[src/rtl/regfile_sb_pkg.sv]
// -----------------------------------------------------------------------------
// regfile_sb_pkg
// Shared CPU package for the register file slice.
// Holds the default datapath widths used by the register file and its
// scoreboard, plus the read-source selection type and helper shared by
// both read ports.
// No ports (package).
// -----------------------------------------------------------------------------
package regfile_sb_pkg;

    localparam int CPU_DATA_W = 32;
    localparam int CPU_ADDR_W = 5;

    // Where a read port takes its value from in the current cycle.
    typedef enum logic [1:0] {
        RD_SRC_ZERO   = 2'd0,
        RD_SRC_BYPASS = 2'd1,
        RD_SRC_MEM    = 2'd2
    } rd_src_e;

    // A hardwired-zero address wins over a same-cycle write, and a same-cycle
    // write wins over the stored value (write-first behaviour).
    function automatic rd_src_e rd_src_sel(input logic is_zero, input logic bypass_hit);
        rd_src_e sel;
        if (is_zero) begin
            sel = RD_SRC_ZERO;
        end else if (bypass_hit) begin
            sel = RD_SRC_BYPASS;
        end else begin
            sel = RD_SRC_MEM;
        end
        return sel;
    endfunction

endpackage

[src/rtl/regfile_scoreboard.sv]
// -----------------------------------------------------------------------------
// regfile_scoreboard
// One busy bit per architectural register. An issue marks its destination
// pending, a writeback clears it. Issue wins when both hit the same register
// in the same cycle.
// Ports:
//   clk, reset          - clock and asynchronous active-high reset
//   wr_en, wr_addr      - writeback, clears busy[wr_addr]
//   iss_en, iss_addr    - issue, sets busy[iss_addr]
//   busy_next           - busy vector as it will be after the coming edge
//   iss_err             - registered pulse: issue to a register still busy
//   busy_cnt            - registered population count of the busy bits
// -----------------------------------------------------------------------------
module regfile_scoreboard
    import regfile_sb_pkg::*;
#(
    parameter int ADDR_W   = CPU_ADDR_W,
    parameter int ZERO_REG = 1
) (
    input  logic                     clk,
    input  logic                     reset,
    input  logic                     wr_en,
    input  logic [ADDR_W-1:0]        wr_addr,
    input  logic                     iss_en,
    input  logic [ADDR_W-1:0]        iss_addr,
    output logic [(2**ADDR_W)-1:0]   busy_next,
    output logic                     iss_err,
    output logic [ADDR_W:0]          busy_cnt
);

    localparam int DEPTH = 2**ADDR_W;

    logic [DEPTH-1:0] busy_q;
    logic             iss_act;
    logic             err_next;
    logic [ADDR_W:0]  cnt_next;

    // Issues to the hardwired zero register are dropped so it never shows busy.
    assign iss_act = iss_en && !((ZERO_REG != 0) && (iss_addr == '0));

    // Next busy vector: clear first, then set, so a same-cycle issue to the
    // register being written back leaves it busy. The error only fires when
    // the target was busy and is not being released by this cycle's writeback.
    always_comb begin
        busy_next = busy_q;
        err_next  = 1'b0;
        cnt_next  = '0;
        if (wr_en) begin
            busy_next[wr_addr] = 1'b0;
        end
        if (iss_act) begin
            busy_next[iss_addr] = 1'b1;
        end
        err_next = iss_act && busy_q[iss_addr] && !(wr_en && (wr_addr == iss_addr));
        for (int i = 0; i < DEPTH; i++) begin
            cnt_next = cnt_next + {{ADDR_W{1'b0}}, busy_next[i]};
        end
    end

    // Busy bits, error pulse and count all move together on the clock edge,
    // so busy_cnt always matches the busy vector held in busy_q.
    always_ff @(posedge clk or posedge reset) begin
        if (reset) begin
            busy_q   <= '0;
            iss_err  <= 1'b0;
            busy_cnt <= '0;
        end else begin
            busy_q   <= busy_next;
            iss_err  <= err_next;
            busy_cnt <= cnt_next;
        end
    end

endmodule

[src/rtl/regfile_sb.sv]
// -----------------------------------------------------------------------------
// regfile_sb
// Register file with two registered read ports, one write port with
// write-first bypass, an optional hardwired-zero register 0, and a busy-bit
// scoreboard for tracking pending destinations.
// Ports:
//   clk, reset                  - clock and asynchronous active-high reset
//   rd_en                       - read strobe for both read ports
//   rd_addr1, rd_addr2          - read addresses
//   rd_data1, rd_data2          - registered read data
//   rd_busy1, rd_busy2          - registered busy state of each read address
//   rd_valid                    - one-cycle pulse when read outputs update
//   wr_en, wr_addr, wr_data     - writeback port
//   iss_en, iss_addr            - marks a destination register pending
//   iss_err                     - pulse: issue to an already-busy register
//   busy_cnt                    - number of busy registers
// -----------------------------------------------------------------------------
module regfile_sb
    import regfile_sb_pkg::*;
#(
    parameter int DATA_W   = CPU_DATA_W,
    parameter int ADDR_W   = CPU_ADDR_W,
    parameter int ZERO_REG = 1
) (
    input  logic              clk,
    input  logic              reset,
    input  logic              rd_en,
    input  logic [ADDR_W-1:0] rd_addr1,
    input  logic [ADDR_W-1:0] rd_addr2,
    output logic [DATA_W-1:0] rd_data1,
    output logic [DATA_W-1:0] rd_data2,
    output logic              rd_busy1,
    output logic              rd_busy2,
    output logic              rd_valid,
    input  logic              wr_en,
    input  logic [ADDR_W-1:0] wr_addr,
    input  logic [DATA_W-1:0] wr_data,
    input  logic              iss_en,
    input  logic [ADDR_W-1:0] iss_addr,
    output logic              iss_err,
    output logic [ADDR_W:0]   busy_cnt
);

    localparam int DEPTH = 2**ADDR_W;

    logic [DATA_W-1:0] mem [DEPTH];
    logic [DEPTH-1:0]  busy_next;
    logic              wr_act;
    rd_src_e           src1;
    rd_src_e           src2;
    logic [DATA_W-1:0] rd_val1;
    logic [DATA_W-1:0] rd_val2;

    // Writes to the hardwired zero register never reach storage.
    assign wr_act = wr_en && !((ZERO_REG != 0) && (wr_addr == '0));

    regfile_scoreboard #(
        .ADDR_W   (ADDR_W),
        .ZERO_REG (ZERO_REG)
    ) u_scoreboard (
        .clk       (clk),
        .reset     (reset),
        .wr_en     (wr_en),
        .wr_addr   (wr_addr),
        .iss_en    (iss_en),
        .iss_addr  (iss_addr),
        .busy_next (busy_next),
        .iss_err   (iss_err),
        .busy_cnt  (busy_cnt)
    );

    // Read source selection for each port; the bypass makes a read in the same
    // cycle as a write to the same register observe the new value.
    always_comb begin
        src1    = rd_src_sel((ZERO_REG != 0) && (rd_addr1 == '0), wr_en && (wr_addr == rd_addr1));
        src2    = rd_src_sel((ZERO_REG != 0) && (rd_addr2 == '0), wr_en && (wr_addr == rd_addr2));
        rd_val1 = mem[rd_addr1];
        rd_val2 = mem[rd_addr2];
        case (src1)
            RD_SRC_ZERO:   rd_val1 = '0;
            RD_SRC_BYPASS: rd_val1 = wr_data;
            default:       rd_val1 = mem[rd_addr1];
        endcase
        case (src2)
            RD_SRC_ZERO:   rd_val2 = '0;
            RD_SRC_BYPASS: rd_val2 = wr_data;
            default:       rd_val2 = mem[rd_addr2];
        endcase
    end

    // Register storage; reset clears every entry so stale data never leaks
    // across a reset.
    always_ff @(posedge clk or posedge reset) begin
        if (reset) begin
            for (int i = 0; i < DEPTH; i++) begin
                mem[i] <= '0;
            end
        end else if (wr_act) begin
            mem[wr_addr] <= wr_data;
        end
    end

    // Read output registers. Data and busy state hold while rd_en is low;
    // rd_valid follows rd_en by one cycle. Busy is taken from the post-edge
    // scoreboard value so a same-cycle clear or set is already reflected.
    always_ff @(posedge clk or posedge reset) begin
        if (reset) begin
            rd_data1 <= '0;
            rd_data2 <= '0;
            rd_busy1 <= 1'b0;
            rd_busy2 <= 1'b0;
            rd_valid <= 1'b0;
        end else begin
            rd_valid <= rd_en;
            if (rd_en) begin
                rd_data1 <= rd_val1;
                rd_data2 <= rd_val2;
                rd_busy1 <= busy_next[rd_addr1];
                rd_busy2 <= busy_next[rd_addr2];
            end
        end
    end

endmodule
[config.mk]
export PLATFORM = sky130hd
export DESIGN_NAME = regfile_sb
export DESIGN_NICKNAME = d
export VERILOG_FILES = /design/src/rtl/regfile_sb_pkg.sv /design/src/rtl/regfile_scoreboard.sv /design/src/rtl/regfile_sb.sv
export SDC_FILE = /design/constraint.sdc
export NUM_CORES = 2
export LEC_CHECK = 0
export BUFFER_PORTS_ARGS = -buffer_cell sky130_fd_sc_hd__buf_2
export CAP_MARGIN = 20
export CORE_UTILIZATION = 37
export CTS_CLUSTER_SIZE = 25
export DETAILED_ROUTE_END_ITERATION = 8
export PLACE_DENSITY = 0.52
export SETUP_SLACK_MARGIN = 0.4
export SKIP_CTS_REPAIR_TIMING = 1
export SYNTH_ARGS = -nofsm -noshare
export SYNTH_HDL_FRONTEND = slang
export SYNTH_HIERARCHICAL = 1
export SYNTH_SLANG_ARGS = --single-unit
[constraint.sdc]
create_clock -name clk -period 50.6 [get_ports clk]
set_clock_uncertainty 0.1 [all_clocks]
set_input_delay 10.12 -clock clk [delete_from_list [all_inputs] [get_ports clk]]
set_output_delay 10.12 -clock clk [all_outputs]
set_load 0.05 [all_outputs]
==> impl_metrics.env <==
export IMPL_status="finished clean"
export IMPL_drive_gt1_share_pct=50.3
export IMPL_coreArea_um2=161000
export IMPL_clock_sinks=1130
export IMPL_grt_pass1_vias=38800
export IMPL_clk_pin_slew_worst_paths_ns=0.06
export IMPL_path_cells="buf_2 > nand3b_1 > o21ai_0 > inv_1 > fa_1 > inv_1 > ha_1 > inv_1 > fa_1 > fa_1 > fa_1 > inv_1 > fa_1 > fa_1 > fa_1 > fa_1 > a21o_1 > a21oi_1 > xor2_1"
export IMPL_synth_edff_count=0
export IMPL_grt_antenna_before_repair=13
export IMPL_die_height_um=405
export IMPL_numCtsBuffers=136
export IMPL_clk_latency_ns=0.77
export IMPL_worstPathRequired_ns=51.16
export IMPL_hold_viol_final=0
export IMPL_grt_max_degree=167
export IMPL_wl_per_cell_um=31.1
export IMPL_max_slew_margin_rel_pct=22.2
export IMPL_h_tree_depth=4
export IMPL_post_route_util_pct=41.6
export IMPL_dp_hpwl_mm=101
export IMPL_crit_path_end_kind="register"
export IMPL_worstPathArrival_ns=16.31
export IMPL_synth_ff_type="dfrtp_1"
export IMPL_drc=0
export IMPL_cp_slowest_cell="fa_1"
export IMPL_root_buffer="clkbuf_16"
export IMPL_grt_pass1_wl_mm=285
export IMPL_syn_avg_cell_area_um2=14.7
export IMPL_cp_slowest_stage_delay_ns=0.53
export IMPL_ys_seq_elements=1130
export IMPL_drv_slew=0
export IMPL_routabilityCongestion=0.825
export IMPL_async_reset_ff_share_pct=100
export IMPL_ir_drop_uv=82.9
export IMPL_wl_mm=193
export IMPL_setup_tns_ns=0
export IMPL_power_uw=3010
export IMPL_die_area_um2=164000
export IMPL_portBuffers=130
export IMPL_synth_cells=4069
export IMPL_syn_nets=4163
export IMPL_critPathLaunchType="input port"
export IMPL_crit_top_cell="fa_1"
export IMPL_ios=131
export IMPL_syn2layout_area_growth_pct=11.4
export IMPL_netlist_area_um2=60000
export IMPL_dpl_cell_area_um2=62300
export IMPL_die_w_um=405
export IMPL_period_minus_slack_ns=15.75
export IMPL_num_vias=37500
export IMPL_p_leak_uw=0.0286
export IMPL_critPathKind="input port to register"
export IMPL_rows=147
export IMPL_ys_seq_area_share_pct=47.1
export IMPL_tightestPinTransition_ns=1.17
export IMPL_power_density_nw_per_um2=45.0
export IMPL_synth_warnings=6
export IMPL_synth_distinct_cells=50
export IMPL_grt_setup_unrepaired="no"
export IMPL_drtPass1Iterations=5
export IMPL_worstPathMaxFanout=22
export IMPL_cts_tree="built"
export IMPL_finalSetupViolations=0
export IMPL_fmaxAchievable_ghz=0.0635
export IMPL_cts_buffer_depth=3
export IMPL_finish_instance_area_um2=66800
export IMPL_grt_remaining_overflow=0
export IMPL_via_per_inst=6.03
export IMPL_final_antenna_net_count=0
export IMPL_drtIter0Drc=3233
export IMPL_nets=4050
export IMPL_fin_crit_sh_pct=31.1
export IMPL_gr_usage_all_layers_pct=24.0
export IMPL_start_util_pct=37.3
export IMPL_hold_path_class="register to register"
export IMPL_cap_violations=0
## worst max-delay path: cells and delay by family
| kind | cells | cell delay [ns] |
|---|---|---|
| fa+ha+maj | 9 | 4.08 |
| xor+xnor | 1 | 0.18 |
| compound gates | 3 | 0.85 |
| buf+inv | 5 | 0.54 |
| simple gates | 1 | 0.51 |
## per-layer routing
metal	GRT usage (%)	wire, µm	up-vias	part of all wire (%)
li1	-	-	15400	-
met3	4.41	11100	270	5.7
met2	36.2	87700	1097	45
met1	35.4	89500	20700	46
met4	6.56	4890	4	2.5
met5	0	27	-	0.014
## state kept, by name, indices dropped and copies added, names as in the netlist
| signal | flops |
|---|---|
| rd_busy2 | 1 |
| rd_busy1 | 1 |
| u_scoreboard/busy_cnt | 6 |
| rd_data1 | 32 |
| rd_data2 | 32 |
| mem | 1024 |
| u_scoreboard/iss_err | 1 |
| u_scoreboard/busy_q | 32 |
| rd_valid | 1 |
## cell usage after synthesis (12+ instances only)
cell type	number	area, µm²
dfrtp_1	1130	28300
mux2_2	1045	11800
mux4_2	532	12000
clkbuf_1	252	946
nor2_1	142	533
buf_2	110	551
o22ai_1	108	676
nand2_1	103	387
mux2i_1	95	951
a31oi_1	64	400
buf_1	63	236
o211ai_1	61	458
o21ai_0	59	295
a22oi_1	48	360
inv_1	45	169
fa_1	25	500
buf_4	20	150
a211o_1	18	158
nor2b_1	17	106
a32oi_1	16	140
nand3b_1	13	97.6
ha_1	12	150
## where the power goes
part	switching, µW	leakage, µW	total, µW	internal, µW
registers	118	0.0144	1200	1080
clock network	397	0.00222	991	594
logic	378	0.0120	813	435
## final cells by class
class / count / area, µm²
diodes: 2 / 5.00
clock buffers: 210 / 4200
clock inverters: 26 / 313
fillers: 14800 / 93900
inverters: 45 / 176
multi-input cells: 2445 / 29900
flip-flops and latches: 1130 / 28300
well taps: 2160 / 2700
repair buffers: 198 / 1280
## worst paths after layout
check                                         from                  endpoint  slack, ns  depth (start not counted)
min reg2reg                              mem[1008]                 mem[1008]       0.29                          0
max                                    iss_addr[1]  u_scoreboard/busy_cnt[4]      34.85                         19
max reg2reg                u_scoreboard/busy_q[27]  u_scoreboard/busy_cnt[4]      44.88                         17
max in group asynchronous                    reset                  mem[521]      37.11                          6
min                                      mem[1008]                 mem[1008]       0.29                          0
min in group asynchronous                    reset                  rd_valid       9.37                          2
## cell usage in the layout (no fill, tap or decap), drive strengths merged, types with 6 or more instances in the layout
cell type and count:
dfrtp 1130, mux2 1053, mux4 532, clkbuf 210, buf 198, nor2 142, o22ai 108, nand2 103
mux2i 95, a31oi 64, o211ai 61, o21ai 61, inv 52, a22oi 48, fa 25, a211o 18
nor2b 17, a32oi 16, nand3b 13, ha 12, clkinv 12, nand3 10, xnor2 10, or3b 8
a21oi 7, xor2 6
## through the flow
| stage | hold slack (ns) | std cells | worst slack, ns |
|---|---|---|---|
| after floorplan | 0.341 | 4069 | 9.66 |
| after global placement | 0.277 | 5977 | 34.26 |
| after detailed placement | 0.282 | 5977 | 34.10 |
| after CTS | 0.296 | 6213 | 34.92 |
| after global routing | 0.302 | 6214 | 34.67 |
| final | 0.291 | 6216 | 34.85 |
## logic make-up (layout without fill, tap and decap cells)
group	after synthesis	after routing	share of synthesized area, %
buffers and inverters	494	479	3.50
adders and majority gates	37	37	1.08
AOI/OAI and AO/OA	399	399	4.46
xor gates and xnor gates	16	16	0.234
and+or+nand+nor	313	313	2.29
muxes	1680	1680	41.3
DFF	1130	1130	47.1
other	0	2	0
(Power assumes the default switching activity.)
